==> src/rtl/mux_arb_pkg.sv <==
// Shared types, constants and the round-robin search used by the 4-way arbiter.
package mux_arb_pkg;

  localparam int unsigned NUM_REQ          = 4;
  localparam int unsigned MAX_HOLD_DEFAULT = 8;

  typedef enum logic [0:0] {
    StIdle,
    StServe
  } state_e;

  // First set bit of req at or above ptr, wrapping 3 -> 0. Returns ptr when req is empty.
  function automatic logic [1:0] rr_next(input logic [NUM_REQ-1:0] req, input logic [1:0] ptr);
    logic [1:0] idx;
    logic       found;
    rr_next = ptr;
    found   = 1'b0;
    for (int i = 0; i < NUM_REQ; i++) begin
      idx = ptr + 2'(i);
      if (!found && req[idx]) begin
        rr_next = idx;
        found   = 1'b1;
      end
    end
  endfunction

endpackage

==> src/rtl/mux_arbiter_4_if.sv <==
// Request/data/grant bundle between the requesters and the arbitrated mux.
interface mux_arbiter_4_if #(
  parameter int unsigned BITS = 4
);
  import mux_arb_pkg::*;

  logic [NUM_REQ-1:0] req;
  logic [BITS-1:0]    d0;
  logic [BITS-1:0]    d1;
  logic [BITS-1:0]    d2;
  logic [BITS-1:0]    d3;
  logic [NUM_REQ-1:0] grant;
  logic [1:0]         sel;
  logic [BITS-1:0]    data_out;
  logic               data_valid;

  modport master (
    output req, d0, d1, d2, d3,
    input  grant, sel, data_out, data_valid
  );

  modport slave (
    input  req, d0, d1, d2, d3,
    output grant, sel, data_out, data_valid
  );

endinterface

==> src/rtl/mux_4x1_n.sv <==
// Plain 4:1 multiplexer of BITS-wide channels.
module mux_4x1_n #(
  parameter int unsigned BITS = 4
) (
  input  logic [1:0]      SEL,
  input  logic [BITS-1:0] d0_i,
  input  logic [BITS-1:0] d1_i,
  input  logic [BITS-1:0] d2_i,
  input  logic [BITS-1:0] d3_i,
  output logic [BITS-1:0] y_o
);

  always_comb begin
    y_o = d0_i;
    unique case (SEL)
      2'd0: y_o = d0_i;
      2'd1: y_o = d1_i;
      2'd2: y_o = d2_i;
      2'd3: y_o = d3_i;
      default: y_o = d0_i;
    endcase
  end

endmodule

==> src/rtl/mux_arbiter_4.sv <==
// Round-robin 4-way arbiter with hold timeout, steering a shared 4:1 data mux.
module mux_arbiter_4
  import mux_arb_pkg::*;
#(
  parameter int unsigned BITS     = 4,
  parameter int unsigned MAX_HOLD = MAX_HOLD_DEFAULT
) (
  input  logic            clock,
  input  logic            reset_n,
  mux_arbiter_4_if.slave  bus
);

  state_e             state_q, state_d;
  logic [NUM_REQ-1:0] grant_q, grant_d;
  logic [1:0]         sel_q, sel_d;
  logic [1:0]         ptr_q, ptr_d;
  logic [7:0]         hold_q, hold_d;

  logic [NUM_REQ-1:0] pool;
  logic [1:0]         nxt;
  logic               take;

  localparam logic [7:0] HoldLast = 8'(MAX_HOLD - 1);

  always_comb begin
    state_d = state_q;
    grant_d = grant_q;
    sel_d   = sel_q;
    ptr_d   = ptr_q;
    hold_d  = hold_q;
    take    = 1'b0;
    // Outside IDLE the owner never competes: on release its bit is low anyway,
    // on timeout it must yield to anyone else.
    pool    = (state_q == StIdle) ? bus.req : (bus.req & ~grant_q);
    nxt     = rr_next(pool, ptr_q);

    unique case (state_q)
      StIdle: begin
        if (|pool) take = 1'b1;
      end
      StServe: begin
        if (!bus.req[sel_q]) begin
          if (|pool) begin
            take = 1'b1;
          end else begin
            state_d = StIdle;
            grant_d = '0;
            hold_d  = '0;
          end
        end else if (hold_q < HoldLast) begin
          hold_d = hold_q + 8'd1;
        end else if (|pool) begin
          take = 1'b1;
        end else begin
          hold_d = '0;
        end
      end
      default: state_d = StIdle;
    endcase

    if (take) begin
      state_d = StServe;
      grant_d = NUM_REQ'(1) << nxt;
      sel_d   = nxt;
      ptr_d   = nxt + 2'd1;
      hold_d  = '0;
    end
  end

  always_ff @(posedge clock) begin
    if (!reset_n) begin
      state_q <= StIdle;
      grant_q <= '0;
      sel_q   <= '0;
      ptr_q   <= '0;
      hold_q  <= '0;
    end else begin
      state_q <= state_d;
      grant_q <= grant_d;
      sel_q   <= sel_d;
      ptr_q   <= ptr_d;
      hold_q  <= hold_d;
    end
  end

  assign bus.grant      = grant_q;
  assign bus.sel        = sel_q;
  assign bus.data_valid = |grant_q;

  mux_4x1_n #(
    .BITS (BITS)
  ) u_mux (
    .SEL  (sel_q),
    .d0_i (bus.d0),
    .d1_i (bus.d1),
    .d2_i (bus.d2),
    .d3_i (bus.d3),
    .y_o  (bus.data_out)
  );

endmodule
==> src/flat_wrapper.sv <==
// flat-port wrapper written by rule: the top's interface ports become plain ports
module mux_arbiter_4_flat import mux_arb_pkg::*;
#(
  parameter int unsigned BITS     = 4,
  parameter int unsigned MAX_HOLD = MAX_HOLD_DEFAULT
)
  (clock, reset_n, bus_req, bus_d0, bus_d1, bus_d2, bus_d3, bus_grant, bus_sel, bus_data_out, bus_data_valid);
  mux_arbiter_4_if #(.BITS(BITS)) bus_i ();
  input  logic clock;
  input  logic reset_n;
  input wire logic [$bits(bus_i.req)-1:0] bus_req;
  input wire logic [$bits(bus_i.d0)-1:0] bus_d0;
  input wire logic [$bits(bus_i.d1)-1:0] bus_d1;
  input wire logic [$bits(bus_i.d2)-1:0] bus_d2;
  input wire logic [$bits(bus_i.d3)-1:0] bus_d3;
  output wire logic [$bits(bus_i.grant)-1:0] bus_grant;
  output wire logic [$bits(bus_i.sel)-1:0] bus_sel;
  output wire logic [$bits(bus_i.data_out)-1:0] bus_data_out;
  output wire logic [$bits(bus_i.data_valid)-1:0] bus_data_valid;
  assign bus_i.req = bus_req;
  assign bus_i.d0 = bus_d0;
  assign bus_i.d1 = bus_d1;
  assign bus_i.d2 = bus_d2;
  assign bus_i.d3 = bus_d3;
  assign bus_grant = bus_i.grant;
  assign bus_sel = bus_i.sel;
  assign bus_data_out = bus_i.data_out;
  assign bus_data_valid = bus_i.data_valid;
  mux_arbiter_4 #(.BITS(BITS), .MAX_HOLD(MAX_HOLD)) u_core (.clock(clock), .reset_n(reset_n), .bus(bus_i));
endmodule
==> config.mk <==
export PLATFORM = sky130hd
export DESIGN_NAME = mux_arbiter_4_flat
export DESIGN_NICKNAME = d
export VERILOG_FILES = /design/src/rtl/mux_arb_pkg.sv /design/src/rtl/mux_arbiter_4_if.sv /design/src/rtl/mux_4x1_n.sv /design/src/rtl/mux_arbiter_4.sv /design/src/flat_wrapper.sv
export SDC_FILE = /design/constraint.sdc
export NUM_CORES = 1
export LEC_CHECK = 0
export CORE_AREA = 2 2 60 62
export CTS_CLUSTER_DIAMETER = 50
export DETAILED_ROUTE_END_ITERATION = 7
export DIE_AREA = 0 0 62 64
export GPL_TIMING_DRIVEN = 0
export PLACE_DENSITY = 0.6
export SYNTH_ARGS = -nofsm -noshare
export SYNTH_HDL_FRONTEND = slang
export SYNTH_SLANG_ARGS = --single-unit
==> constraint.sdc <==
create_clock -name clock -period 2.6 [get_ports clock]
set_input_delay 0.52 -clock clock [delete_from_list [all_inputs] [get_ports clock]]
set_output_delay 0.52 -clock clock [all_outputs]
set_load 0.05 [all_outputs]
After elaboration in Yosys (flattened, before gate mapping)
Index checks and enable logic that the tools add are counted.
Widths: inputs -> output; s select.
{ "classes": {"n_bitwise": 4, "mux": 32, "magnitude_cmp": 6, "n_reduce_logical": 12, "n_eq_ne": 5, "addsub": 5, "n_shift": 1} }
{ "op_table": {"columns": ["cell", "count"], "rows": [
  ["$mux 8", 3],
  ["$mux 4", 5],
  ["$pmux 4 s4", 1],
  ["$lt 2x3->1 const B", 5],
  ["$mux 1", 14],
  ["$bmux 1 s2", 5],
  ["$add 8x1->8 const B", 1],
  ["$lt 8x3->1 const B", 1],
  ["$reduce_or 4->1", 2],
  ["$mux 2", 3],
  ["$add 2x1->2 const B", 2],
  ["$add 2x2->2 const B", 2],
  ["$and 4x4->4", 1],
  ["$eq 2x2->1 const B", 2],
  ["$ne 2x1->1 const B", 2],
  ["$not 4->4", 1],
  ["$shl 1x2->4 const A", 1],
  ["$logic_and 1x1->1", 3],
  ["$logic_not 1->1", 3],
  ["$reduce_and 3->1", 1],
  ["$eq 2x1->1 const B", 1],
  ["$logic_not 2->1", 1],
  ["$not 1->1", 2],
  ["$pmux 1 s2", 1],
  ["2 further kinds", 2]
]} }
{ "totals": {"reg_bits": 17, "elab_cells": 70, "input_bits": 22} }

Longest topological paths before layout
{ "depth": {"ltp_word": 17, "depth_mapped": 9, "mapped_depth_nobuf": 8} }

Cells and area by module
A second synthesis with hierarchy kept.
{ "unflattened": {"cells_unflattened": 111, "area_unflattened_um2": 1068.5} }
{ "modules_own_cells": {"columns": ["mod", "cells_per_inst", "area_per_inst_um2", "instances"], "rows": [
  ["mux_arbiter_4", 107, 963.4, 1],
  ["mux_4x1_n", 4, 105.1, 1]
]} }

Worst setup path after synthesis
OpenSTA, ideal clock, no wires.
{ "synth_timing": {"path_kind": "reg-to-reg", "from": "register u_core.sel_q[0], in the netlist u_core.bus.sel[0]", "to": "register u_core.sel_q[1], in the netlist u_core.bus.sel[1]", "synth_period_minus_slack_ns": 2.178, "n_path_buf": 3, "path_stages_with_launch": 9, "setup_time_ns": 0.067, "slack_ns": 0.422, "arrival_ns": 2.112, "cell_sequence": "dfxtp_1 > buf_6 > mux4_2 > and4_1 > buf_6 > o21ba_4 > buf_8 > o21ai_1 > a21oi_2"} }
{ "synth_via": {"elab_chain_cells": 4} }
{ "synth_rtl": {"columns": ["item", "line", "source"], "rows": [
  ["start, declared", "mux_arbiter_4.sv:15", "logic [1:0] sel_q, sel_d;"],
  ["start signal, assigned", "mux_arbiter_4.sv:80", "sel_q <= sel_d;"],
  ["$bmux 1 s2", "mux_arbiter_4.sv:42", "if (!bus.req[sel_q]) begin"],
  ["$mux 1 (not written as such)", "mux_arbiter_4.sv:42", null],
  ["$mux 1", "mux_arbiter_4.sv:42", null],
  ["$pmux 1 s2", "mux_arbiter_4.sv:37", "unique case (state_q)"]
]} }
Every way passes these cells. The select of a mux whose other input is x is not followed.
A chain may end at the register's enable or synchronous reset.

Worst setup path in the final report
{ "layout_timing": {"from": "input bus_req[2]", "to": "register u_core.ptr_q[1]"} }
{ "layout_via": {"elab_chain_cells": 15, "elab_cells_between_ends": 30} }
{ "layout_rtl": {"columns": ["item", "line", "source"], "rows": [
  ["start, declared", "flat_wrapper.sv:11", "input wire logic [$bits(bus_i.req)-1:0] bus_req;"],
  ["$and 4x4->4", "mux_arbiter_4.sv:34", "pool = (state_q == StIdle) ? bus.req : (bus.req & ~grant_q);"],
  ["$mux 4 *", "mux_arbiter_4.sv:34", null],
  ["$bmux 1 s2", "mux_arb_pkg.sv:20", "if (!found && req[idx]) begin"],
  ["$mux 1 (not written as such)", "mux_arb_pkg.sv:20", null],
  ["$mux 1", "mux_arb_pkg.sv:20", null],
  ["$logic_not 1->1", "mux_arb_pkg.sv:20", null],
  ["$logic_and 1x1->1", "mux_arb_pkg.sv:20", null],
  ["$mux 1", "mux_arb_pkg.sv:20", null],
  ["$logic_not 1->1", "mux_arb_pkg.sv:20", null],
  ["$logic_and 1x1->1", "mux_arb_pkg.sv:20", null],
  ["$mux 1", "mux_arb_pkg.sv:20", null],
  ["$logic_not 1->1", "mux_arb_pkg.sv:20", null],
  ["$logic_and 1x1->1", "mux_arb_pkg.sv:20", null],
  ["$mux 2 *", "mux_arb_pkg.sv:20", null],
  ["named net u_core.nxt[0]", "mux_arbiter_4.sv:20", "logic [1:0] nxt;"],
  ["$add 2x1->2 *", "mux_arbiter_4.sv:65", "ptr_d = nxt + 2'd1;"],
  ["end signal, assigned", "mux_arbiter_4.sv:81", "ptr_q <= ptr_d;"],
  ["end, declared", "mux_arbiter_4.sv:16", "logic [1:0] ptr_q, ptr_d;"]
]} }
The timed path passes the listed nets; every way through them passes the cells marked *. The select of a mux whose other input is x is not followed.

==> flow_metrics.env <==
export IMPL_reg2reg_depth=9
export IMPL_cts_buffer_depth=2
export IMPL_muxShareOfSynthArea=0.141
export IMPL_core_area_mm2=0.00328
export IMPL_layout_common_cells="clkdlybuf4s50_1 (28), dfxtp_1 (17), nand2_1 (13), nand3_1 (7), nand2b_1 (6)"
export IMPL_async_flop_share=0
export IMPL_seq_area_frac_synth=0.303
export IMPL_tightest_slew_ns=0.522
export IMPL_syn_num_nets=144
export IMPL_setup_viol=0
export IMPL_cts_tree="built"
export IMPL_hp_start="u_core.hold_q[6]$_SDFFE_PP0P_"
export IMPL_ctsHtreeMaxLevel=1
export IMPL_crit_reg2reg_capture="u_core.ptr_q[1]$_SDFFE_PN0P_"
export IMPL_synth_largest_area_cell="dfxtp_1"
export IMPL_power_frac_comb=0.627
export IMPL_avgViaCountPerCell=5.20
export IMPL_period_needed_ns=2.46
export IMPL_slew_headroom=0.649
export IMPL_synth_seq_cells=17
export IMPL_dieArea_mm2=0.00397
export IMPL_end_kind="flop"
export IMPL_maxCapViolations=0
export IMPL_totalWireLength_um=2710
export IMPL_crit_path_cell_trace="clkdlybuf4s50_1 > a21bo_2 > o2111a_1 > nor4_1 > a21o_1 > inv_1 > ha_1 > nand2_1 > a21boi_2"
export IMPL_min_to="u_core.hold_q[6]$_SDFFE_PP0P_"
export IMPL_yosys_warnings=0
export IMPL_worstPathRequired_ns=2.79
export IMPL_synth_flop_cell="dfxtp_1"
export IMPL_grt_max_degree=11
export IMPL_finalCritPeriodShare=0.945
export IMPL_area_growth_pct=35.6
export IMPL_post_drt_wl_per_cell_um=13.6
export IMPL_cts_root_buffer="clkbuf_4"
export IMPL_dp_hpwl_um=2160
export IMPL_ir_drop_v=0.000554
export IMPL_track_usage=0.153
export IMPL_finalHoldViolCount=0
export IMPL_drc_errors=0
export IMPL_cpMaxStageDelayCell="clkdlybuf4s50_1"
export IMPL_layout_commonest_cell="clkdlybuf4s50_1"
export IMPL_postLayoutSetupSlackWorst_ns=0.142
export IMPL_syn_area_per_cell_um2=9.61
export IMPL_cp_arrival_ns=2.64
export IMPL_synth_edff_count=0
export IMPL_power_internal_uw=703
export IMPL_synth_top_cell_area_share=0.303
export IMPL_die_h_um=64
export IMPL_switching_share=0.481
export IMPL_antenna_found_initial=0
export IMPL_fp_row_count=21
export IMPL_synth_area_top_cells="dfxtp_1 (30%), mux4_1 (9.3%), ha_1 (5.6%), nand2_1 (4.3%), nand2b_1 (3.3%)"
export IMPL_skew_ns=0.00494
export IMPL_synth_top_family_by_area="compound AO/OA/AOI/OAI gates"
export IMPL_grt_pass1_vias=968
export IMPL_post_cts_setup_buffer_count=0
export IMPL_dp_slack_ns=-0.118
export IMPL_fmax_ghz=0.407
export IMPL_r2r_start="u_core.ptr_q[0]$_SDFFE_PN0P_"
export IMPL_critical_path_class="in -> reg"
export IMPL_clk_pin_slew_ns=0.10
export IMPL_tns_ns=0
export IMPL_grt_overflow=0
export IMPL_power_frac_clock=0.102
export IMPL_firstDrtPassIters=4
export IMPL_via_count=1035
export IMPL_synthAdderAreaFrac=0.0556
export IMPL_syn_inst=117
export IMPL_grt_setup_unrepaired="false"
export IMPL_nNetsFinal=181
export IMPL_p_leak_uw=0.000588
export IMPL_pin_count=33
export IMPL_synth_simple_area_share=0.202
export IMPL_cellPowerDensity_mw_per_mm2=889
export IMPL_p_sw_uw=652
export IMPL_cts_sinks=17
export IMPL_drt_iter0_drc=30
export IMPL_hp_class="reg -> reg"
export IMPL_crit_fanout=5
export IMPL_holdBufCountCts=0
export IMPL_port_buffers=32
export IMPL_synth_xor_area_share=0
export IMPL_drive_gt1_frac=0.131
export IMPL_diodes=0
export IMPL_slowest_delay_ns=0.57
export IMPL_grt_pass1_wl_um=4610
export IMPL_floorplan_initialDensity=0.342
export IMPL_synth_compound_area_share=0.240
export IMPL_power_frac_seq=0.272
export IMPL_synth_distinct_cells=44
export IMPL_critPathLaunchType="primary input"
export IMPL_place_gp_congestion=0.823
export IMPL_status="completed"
export IMPL_syn_area_mm2=0.00112
export IMPL_hold_depth=1
export IMPL_numCtsBuffers=3
export IMPL_ant_nets=0
export IMPL_reg2reg_slack_ns=0.34
export IMPL_die_w_um=62
export IMPL_report_final_slew_viol_count=0
export IMPL_clk_latency_ns=0.29
power by group through the flow:
| stage | Sequential, uW | Combinational (uW) | Clock, uW |
|---|---|---|---|
| 2_1_floorplan | 461 | 519 | 0 |
| 3_3_place_gp | 369 | 851 | 0 |
| 3_5_place_dp | 374 | 865 | 0 |
| 4_1_cts | 368 | 854 | 147 |
| 5_1_grt | 379 | 909 | 160 |
| 6_report | 368 | 849 | 138 |
worst max path at each step:
| stage | depth (start not counted) | to | start |
|---|---|---|---|
| 2_1_floorplan | 8 | u_core.bus.sel[1]$_SDFFE_PN0P_ | u_core.bus.sel[0]$_SDFFE_PN0P_ |
| 3_3_place_gp | 9 | u_core.ptr_q[1]$_SDFFE_PN0P_ | bus_req[2] |
| 3_5_place_dp | 9 | u_core.ptr_q[1]$_SDFFE_PN0P_ | bus_req[2] |
| 4_1_cts | 2 | bus_data_valid | u_core.bus.grant[0]$_SDFFE_PN0P_ |
| 5_1_grt | 2 | bus_data_valid | u_core.bus.grant[0]$_SDFFE_PN0P_ |
| 6_report | 9 | u_core.ptr_q[1]$_SDFFE_PN0P_ | bus_req[2] |
registers in the layout, summed over array words and instances, names as in the netlist:
| signal | flops |
|---|---|
| u_core.bus.sel | 2 |
| u_core.state_q | 1 |
| u_core.ptr_q | 2 |
| u_core.hold_q | 8 |
| u_core.bus.grant | 4 |
cells by family after synthesis:
logic type / count (synthesis)
AO/OA/AOI/OAI: 34
adder cells (fa/ha/maj): 5
buffers and inverters: 10
flip-flops: 17
multiplexers: 8
AND/OR/NAND/NOR: 43
per-stage QoR:
| step | hold slack [ns] | cells | util | total power (uW) | area (um^2) |
|---|---|---|---|---|---|
| 6_report | 0.468 | 199 | 0.464 | 1360 | 1530 |
| 3_3_place_gp | 0.445 | 195 | 0.458 | 1220 | 1500 |
| 4_1_cts | 0.478 | 199 | 0.464 | 1370 | 1530 |
| 5_1_grt | 0.498 | 199 | 0.464 | 1450 | 1530 |
| 2_1_floorplan | 0.430 | 117 | - | 980 | 1120 |
| 3_5_place_dp | 0.446 | 195 | 0.458 | 1240 | 1500 |
routing by layer:
layer	GRT usage	wire length, um	vias up
li1	-	-	505
met1	0.231	1310	511
met2	0.220	1280	17
met3	0.0182	97	2
met4	0.0559	27	0
met5	0	0	-
layout make-up:
cell class	instances	area [um^2]
clock inverters	1	5.00
multi-input cells	90	719
repair buffers	32	315
well taps	46	57.6
inverters	4	15.0
fillers	320	1760
plain buffers	6	50.0
flip-flops and latches	17	340
clock buffers	3	22.5
worst max-delay path: cells and delay by family:
family | cells | cell delay (ns)
adders and majority gates | 1 | 0.30
buffers and inverters | 2 | 0.68
AOI/OAI and AO/OA | 4 | 0.78
and+or+nand+nor | 2 | 0.36
synthesized netlist by cell type, types with 3 or more instances:
library cell  count
mux4_1            4
ha_1              5
a21boi_1          3
dfxtp_1          17
nand3_1           7
nand2_1          13
nand2b_1          6
and2_1            4
nor2b_1           3
a21oi_1           3
inv_1             4
timing repair:
action / 4_1_cts / 5_1_grt
resized for setup: 4 / 0
endpoints found under the setup margin: 4 / 0
hold endpoints to repair: 0 / 0
Note: power is estimated with default switching activity, not from simulation.
